===== config.mk =====
export PLATFORM = sky130hd
export DESIGN_NAME = mux_scan_n1
export DESIGN_NICKNAME = d
export VERILOG_FILES = /design/src/rtl/mux_scan_n1_pkg.sv /design/src/rtl/mux_scan_n1_rr_pick.sv /design/src/rtl/mux_scan_n1.sv
export SDC_FILE = /design/constraint.sdc
export NUM_CORES = 1
export LEC_CHECK = 0
export ABC_CLOCK_PERIOD_IN_PS = 3200
export CAP_MARGIN = 15
export CELL_PAD_IN_SITES_DETAIL_PLACEMENT = 0
export CELL_PAD_IN_SITES_GLOBAL_PLACEMENT = 1
export CORE_MARGIN = 4
export CORE_UTILIZATION = 33
export CTS_CLUSTER_DIAMETER = 60
export CTS_CLUSTER_SIZE = 14
export DETAILED_ROUTE_END_ITERATION = 8
export GPL_TIMING_DRIVEN = 0
export PLACE_DENSITY_LB_ADDON = 0.3
export SLEW_MARGIN = 5
export SYNTH_ARGS = -nofsm -noshare
export SYNTH_HDL_FRONTEND = slang
export SYNTH_SLANG_ARGS = --single-unit

===== constraint.sdc =====
create_clock -name clk_i -period 3.2 [get_ports clk_i]
set_clock_uncertainty 0.15 [all_clocks]
set_input_delay 0.64 -clock clk_i [delete_from_list [all_inputs] [get_ports clk_i]]
set_output_delay 0.64 -clock clk_i [all_outputs]
set_load 0.02 [all_outputs]

===== src/rtl/mux_scan_n1_pkg.sv =====
// rtl/mux_scan_n1_pkg.sv - shared mode constants, FSM states and helpers for mux_scan_n1
package mux_scan_n1_pkg;

    localparam logic MODE_DIR  = 1'b0;
    localparam logic MODE_SCAN = 1'b1;

    typedef enum logic {
        ST_DIR  = 1'b0,
        ST_SCAN = 1'b1
    } state_e;

    function automatic int clog2(input int v);
        int r;
        r = 0;
        while ((1 << r) < v) r++;
        return r;
    endfunction

endpackage


===== src/rtl/mux_scan_n1_rr_pick.sv =====
// rtl/mux_scan_n1_rr_pick.sv - round-robin picker: first set MASK bit at or after PE, wrapping
module mux_scan_n1_rr_pick #(
    parameter int N = 8,
    parameter int S = 3
) (
    input  logic [N-1:0] mask_i,
    input  logic [S-1:0] pe_i,
    output logic [S-1:0] c_o,
    output logic         found_o
);

    logic [N-1:0] rot;
    int           off;
    int           sum;

    // Rotating a doubled mask right by PE puts channel PE at bit 0, so the
    // lowest set bit of the rotated word is the offset of the next winner.
    always_comb begin
        rot     = N'({mask_i, mask_i} >> pe_i);
        found_o = 1'b0;
        off     = 0;
        for (int k = N - 1; k >= 0; k--) begin
            if (rot[k]) begin
                found_o = 1'b1;
                off     = k;
            end
        end
        sum = int'(pe_i) + off;
        if (sum >= N) sum = sum - N;
        c_o = S'(sum);
    end

endmodule


===== src/rtl/mux_scan_n1.sv =====
// rtl/mux_scan_n1.sv - registered N:1 mux with direct and round-robin scan modes, valid/ready output
module mux_scan_n1
    import mux_scan_n1_pkg::*;
#(
    parameter int W = 1,
    parameter int N = 8,
    parameter int S = 3
) (
    input  logic           clk_i,
    input  logic           rst_i,
    input  logic [N*W-1:0] d_i,
    input  logic [S-1:0]   a_i,
    input  logic           mode_i,
    input  logic [N-1:0]   mask_i,
    input  logic           rdy_i,
    output logic [W-1:0]   y_o,
    output logic           yv_o,
    output logic [S-1:0]   ya_o
);

    logic [W-1:0] ch [N];
    state_e       state_q, state_d;
    logic [S-1:0] p_q, p_d;
    logic [S-1:0] ya_q, ya_d;
    logic [W-1:0] y_q, y_d;
    logic         yv_q, yv_d;
    logic         ld;
    logic         a_ok;
    logic [S-1:0] pe;
    logic [S-1:0] pick_c;
    logic         pick_found;

    for (genvar i = 0; i < N; i++) begin : g_unpack
        assign ch[i] = d_i[i*W +: W];
    end

    if (N == (1 << S)) begin : g_a_full
        assign a_ok = 1'b1;
    end else begin : g_a_part
        assign a_ok = (a_i < S'(N));
    end

    assign ld = !yv_q || rdy_i;
    // Still in DIR means this is the first scan load after a switch: start at 0.
    assign pe = (state_q == ST_SCAN) ? p_q : '0;

    mux_scan_n1_rr_pick #(
        .N(N),
        .S(S)
    ) u_pick (
        .mask_i (mask_i),
        .pe_i   (pe),
        .c_o    (pick_c),
        .found_o(pick_found)
    );

    always_comb begin
        state_d = (mode_i == MODE_SCAN) ? ST_SCAN : ST_DIR;
        p_d     = p_q;
        y_d     = y_q;
        yv_d    = yv_q;
        ya_d    = ya_q;
        if (ld) begin
            if (mode_i == MODE_DIR) begin
                yv_d = a_ok;
                if (a_ok) begin
                    y_d  = ch[a_i];
                    ya_d = a_i;
                end
            end else begin
                yv_d = pick_found;
                if (pick_found) begin
                    y_d  = ch[pick_c];
                    ya_d = pick_c;
                    p_d  = (int'(pick_c) == N - 1) ? '0 : pick_c + S'(1);
                end
            end
        end
    end

    always_ff @(posedge clk_i) begin
        if (rst_i) begin
            state_q <= ST_DIR;
            p_q     <= '0;
            y_q     <= '0;
            yv_q    <= 1'b0;
            ya_q    <= '0;
        end else begin
            state_q <= state_d;
            p_q     <= p_d;
            y_q     <= y_d;
            yv_q    <= yv_d;
            ya_q    <= ya_d;
        end
    end

    assign y_o  = y_q;
    assign yv_o = yv_q;
    assign ya_o = ya_q;

endmodule


Word-level counts from Yosys, hierarchy flattened
Cells that the tools add are included.
Storage, ports and cells
  register bits: 9
  output and inout port bits: 5
  word-level logic and storage cells: 51
  bits of input ports: 23
Operators by class
  equal/unequal tests: 2
  $add $sub $neg: 3
  bitwise logic cells: 2
  reductions and logical operators: 4
  muxes and demuxes: 31
  shifts and indexed selects: 1
  magnitude comparators: 3
Operators with widths (count)
  3-bit 2-to-1 mux: 13
  1-bit 2-to-1 mux: 16
  16-bit by 3-bit right shift with 8-bit output: 1
  4-bit greater-or-equal comparator, second input constant: 3
  3-bit NOT with 4-bit output: 2
  1-bit binary-select mux with 3-bit select: 2
  3-bit by 3-bit adder with 4-bit output: 1
  3-bit by 1-bit adder with 3-bit output, second input constant: 1
  3-bit by 1-bit equality test with 1-bit output, second input constant: 1
  3-bit AND reduction: 1
  3-bit by 1-bit subtractor with 3-bit output, second input constant: 1
  2-bit by 1-bit inequality test with 1-bit output, second input constant: 1
  2-bit AND reduction: 1
  1-bit logical NOT: 1
  1-bit logical OR: 1

Logic depth before layout (Yosys ltp)
  depth after elaboration: 19
  depth in mapped cells: 16
  gate-level depth less buffers: 14

Hierarchy
A second synthesis with hierarchy kept.
Second synthesis, totals
  cells, all modules: 162
  area, all modules: 1371.3 µm²
Modules (own cells, without submodules)
  mux_scan_n1_rr_pick: cells an instance 111, area each 843.3 µm², times used 1, sequential area each 0.0 µm²
  mux_scan_n1: cells an instance 51, area each 528.0 µm², times used 1, sequential area each 180.2 µm²

Worst setup path after synthesis
No wires, ideal clock.
  kind: input -> register
  from: input port mask_i[6]
  to: register y_q, in the netlist y_o
  data arrival time: 2786 ps
  path buffers: 0
  library setup time: 136 ps
  data required time: 2914 ps
  stages: 14
  path slack: 128 ps
  cells stage by stage: mux2i_1 > a22oi_1 > o2111ai_1 > inv_1 > a21boi_0 > o21ai_0 > nand2_1 > a21boi_0 > ha_1 > fa_1 > xnor2_1 > xnor2_2 > mux2i_1 > o221ai_1
Between the ends
  cells in the longest elaborated chain, start to end: 18
  elaborated cells between the ends (all ways): 29
  those cells by class: add/sub: 2; order compare: 1; eq/ne: 1; shift: 1; mux: 22; bitwise: 1; reduce/logical: 1
RTL lines
  start, declared: RTL line mux_scan_n1.sv:14  | input logic [N-1:0] mask_i,
  16-bit by 3-bit right shift with 8-bit output (*): RTL line mux_scan_n1_rr_pick.sv:19  | rot = N'({mask_i, mask_i} >> pe_i);
  3-bit 2-to-1 mux (8 in a row): RTL line mux_scan_n1_rr_pick.sv:23  | if (rot[k]) begin
  3-bit by 3-bit adder with 4-bit output: RTL line mux_scan_n1_rr_pick.sv:28  | sum = int'(pe_i) + off;
  4-bit greater-or-equal comparator or 3-bit by 1-bit subtractor with 3-bit output (tied branches): RTL line mux_scan_n1_rr_pick.sv:29  | if (sum >= N) sum = sum - N;
  3-bit 2-to-1 mux: RTL line mux_scan_n1_rr_pick.sv:29
  3-bit NOT with 4-bit output (implied by the code): RTL line mux_scan_n1.sv:73  | y_d = ch[pick_c];
  1-bit binary-select mux with 3-bit select: RTL line mux_scan_n1.sv:73
  1-bit 2-to-1 mux (implied by the code) (2 in a row): RTL line mux_scan_n1.sv:73
  1-bit 2-to-1 mux: RTL line mux_scan_n1.sv:72  | if (pick_found) begin
  1-bit 2-to-1 mux: RTL line mux_scan_n1.sv:64  | if (mode_i == MODE_DIR) begin
  end signal, assigned: RTL line mux_scan_n1.sv:91  | y_q <= y_d;
  end, declared: RTL line mux_scan_n1.sv:25  | logic [W-1:0] y_q, y_d;
Every way passes the cells marked *; elsewhere a longest branch is shown, timed or not. The select of a mux whose other input is x is not followed.
A chain may end at the register's enable or synchronous reset.

Worst setup path in the final report
  from: input port mask_i[0]
  to: register y_q, in the netlist y_o
The elaborated chain is that of the path after synthesis.

==> impl_metrics.env <==
export IMPL_drive_gt1_share_pct=38.3
export IMPL_grt_pass1_wl_um=5800
export IMPL_synthCells=137
export IMPL_hold_class="flop to flop"
export IMPL_clkPwrFrac_pct=13.9
export IMPL_worst_slack_ps=-53.8
export IMPL_crit_fanout=5
export IMPL_core_area_mm2=0.00336
export IMPL_setup_viol_count_final=2
export IMPL_post_route_min_period_ps=3250
export IMPL_synth_xor_area_share_pct=2.92
export IMPL_start_kind="input port"
export IMPL_maxCapViolCount=0
export IMPL_wl_um=3660
export IMPL_synthDistinctLibCells=44
export IMPL_worstHoldStart="ya_o[1]"
export IMPL_cts_buffers=3
export IMPL_firstDrtPassIters=6
export IMPL_holdPathStages=2
export IMPL_initialDrtViolationCount=55
export IMPL_reg2reg_from="p_q[0]"
export IMPL_placed_area_mm2=0.00148
export IMPL_avgSynthCellArea_um2=8.44
export IMPL_status="complete, but fails checks"
export IMPL_synthArstFlopShare_pct=0
export IMPL_final_common_cell="clkdlybuf4s50_1"
export IMPL_drtAntennaViolNets=0
export IMPL_synth_ff_type="dfxtp_1"
export IMPL_clock_sinks=9
export IMPL_synthToLayoutAreaGrowth_pct=52.3
export IMPL_synth_fa_ha_area_share_pct=3.90
export IMPL_violations="negative setup slack"
export IMPL_ctsLongestPathBuffers=2
export IMPL_die_w_um=67.2
export IMPL_netlist_area_mm2=0.00116
export IMPL_min_period_over_period_pct=102
export IMPL_antenna_found_initial=0
export IMPL_synth_top_family_by_area="simple AND/OR/NAND/NOR gates"
export IMPL_clock_root_buffer="clkbuf_4"
export IMPL_portBuffers=27
export IMPL_swShare_pct=38.9
export IMPL_die_area_mm2=0.00451
export IMPL_synthMuxAreaShare_pct=19.5
export IMPL_arrival_ps=3230
export IMPL_syn_nets=163
export IMPL_die_height_um=67.2
export IMPL_seq_area_frac_synth_pct=15.6
export IMPL_cp_required_ps=3180
export IMPL_wl_per_cell_um=16.2
export IMPL_synth_compound_area_share_pct=24.2
export IMPL_p_leak_nw=0.700
export IMPL_ys_seq_elements=9
export IMPL_hold_buffers=0
export IMPL_viasPerCell=5.57
export IMPL_p_per_area_mw_per_mm2=362
export IMPL_final_cell_mix="clkdlybuf4s50_1, nor2_1, nand2_1"
export IMPL_drc=0
export IMPL_clk_insertion_delay_late_ps=260
export IMPL_max_freq_ghz=0.307
export IMPL_io_pin_count=28
export IMPL_cellInternalPower_mw=0.390
export IMPL_yosys_warnings=0
export IMPL_synthSimpleGateAreaFrac_pct=27.6
export IMPL_grt_pass1_vias=1190
export IMPL_tightestPinTransition_ps=500
export IMPL_dp_hpwl_um=2440
export IMPL_rsz0062_at_grt="yes"
export IMPL_synth_edf_count=0
export IMPL_finalHoldViolations=0
export IMPL_maxSlewHeadroom_pct=66.7
export IMPL_p_sw_mw=0.248
export IMPL_cts_tree="yes"
export IMPL_p_seq_share_pct=22.1
export IMPL_nNetsFinal=207
export IMPL_grt_max_degree=11
export IMPL_power_frac_comb_pct=64.0
export IMPL_gp_congestion=0.870
export IMPL_endpoint_kind="flop"
export IMPL_crit_start="mask_i[0]"
export IMPL_slew_violations=0
export IMPL_final_area_mm2=0.00176
export IMPL_placementRows=21
export IMPL_initial_utilization_pct=34.4
export IMPL_diodes=0
export IMPL_h_tree_depth=1
export IMPL_overflow=0
export IMPL_vias=1259
export IMPL_place_ws_ps=-788
export IMPL_clk_pin_slew_ps=60
export IMPL_ir_drop_uv=217
export IMPL_worst_setup_path_type="input port to flop"
export IMPL_grt_use_total_pct=17.0
export IMPL_r2r_cells=15
-- layer usage --
| layer | routed length, um | track usage, % | vias up |
|---|---|---|---|
| met1 | 1580 | 23.6 | 611 |
| li1 | - | - | 614 |
| met2 | 1870 | 26.9 | 28 |
| met3 | 153 | 3.83 | 6 |
| met4 | 54 | 3.54 | 0 |
| met5 | 0 | 0 | - |
-- sequential cells by signal, summed over array words and instances, names as in the netlist --
signal,flops
p_q,3
state_q,1
y_o,1
ya_o,3
yv_o,1
-- stage by stage --
step	cells	hold WS, ps	total power, mW	util (%)	setup TNS (ps)
6_report	226	356	0.638	52.3	-60.5
5_1_grt	226	388	0.686	52.3	-600
4_1_cts	223	356	0.602	50.2	-17.3
3_5_place_dp	210	347	0.441	44.1	-3220
3_3_place_gp	210	339	0.437	44.1	-2990
2_1_floorplan	137	369	0.345	-	0
-- what timing repair did --
| item | in CTS | in global routing |
|---|---|---|
| cloned | 1 | 0 |
| endpoints found under the setup margin | 5 | 4 |
| resized for setup | 57 | 9 |
| pin swaps | 14 | 5 |
| buffers inserted | 8 | 3 |
-- layout make-up --
cell class	count	area [um2]
fill	334	1600
tap	46	57.6
multi-input combinational	117	1020
buffer	10	77.6
timing repair buffer	39	388
sequential	9	186
clock buffer	4	26.3
inverter	1	3.75
-- power by group through the flow --
stage	Combinational, mW	Sequential (mW)	Clock [mW]
2_1_floorplan	0.197	0.148	0
3_3_place_gp	0.298	0.139	0
3_5_place_dp	0.300	0.141	0
4_1_cts	0.368	0.141	0.0925
5_1_grt	0.442	0.143	0.102
6_report	0.408	0.141	0.0886
-- cell usage after synthesis, types with 3 or more instances --
master / number / area (um2)
clkbuf_1: 3 / 11.3
a211oi_1: 3 / 22.5
o21ai_0: 9 / 45.0
mux2i_1: 11 / 110
dfxtp_1: 9 / 180
a22oi_1: 6 / 45.0
o2111ai_1: 7 / 61.3
buf_2: 3 / 15.0
and3b_1: 10 / 87.6
nor2_1: 17 / 63.8
mux4_2: 4 / 90.1
nand2_1: 14 / 52.6
nand2b_1: 4 / 25.0
-- critical path, stage by stage --
cell             delay (ps)
clkdlybuf4s15_2         250
and3b_1                 200
o21ai_2                 130
o2111ai_2               180
inv_1                    90
a21boi_1                 60
o21ai_1                 130
nand2_1                  90
a21boi_2                170
ha_2                    190
fa_2                    470
mux4_2                  300
mux2i_1                 200
o221ai_1                130
-- final timing paths --
kind	end	slack, ps
worst max-delay path	y_o	-50
worst min-delay path	ya_o[1]	360
worst max register to register	y_o	-50
worst min register to register	ya_o[1]	360
-- cell families after synthesis --
group,after synthesis
XOR/XNOR,3
flip-flops,9
AND/OR/NAND/NOR,57
AO/OA/AOI/OAI,37
buffers and inverters,11
adder cells (fa/ha/maj),3
multiplexers,17
Note: power is estimated with default switching activity, not from simulation.
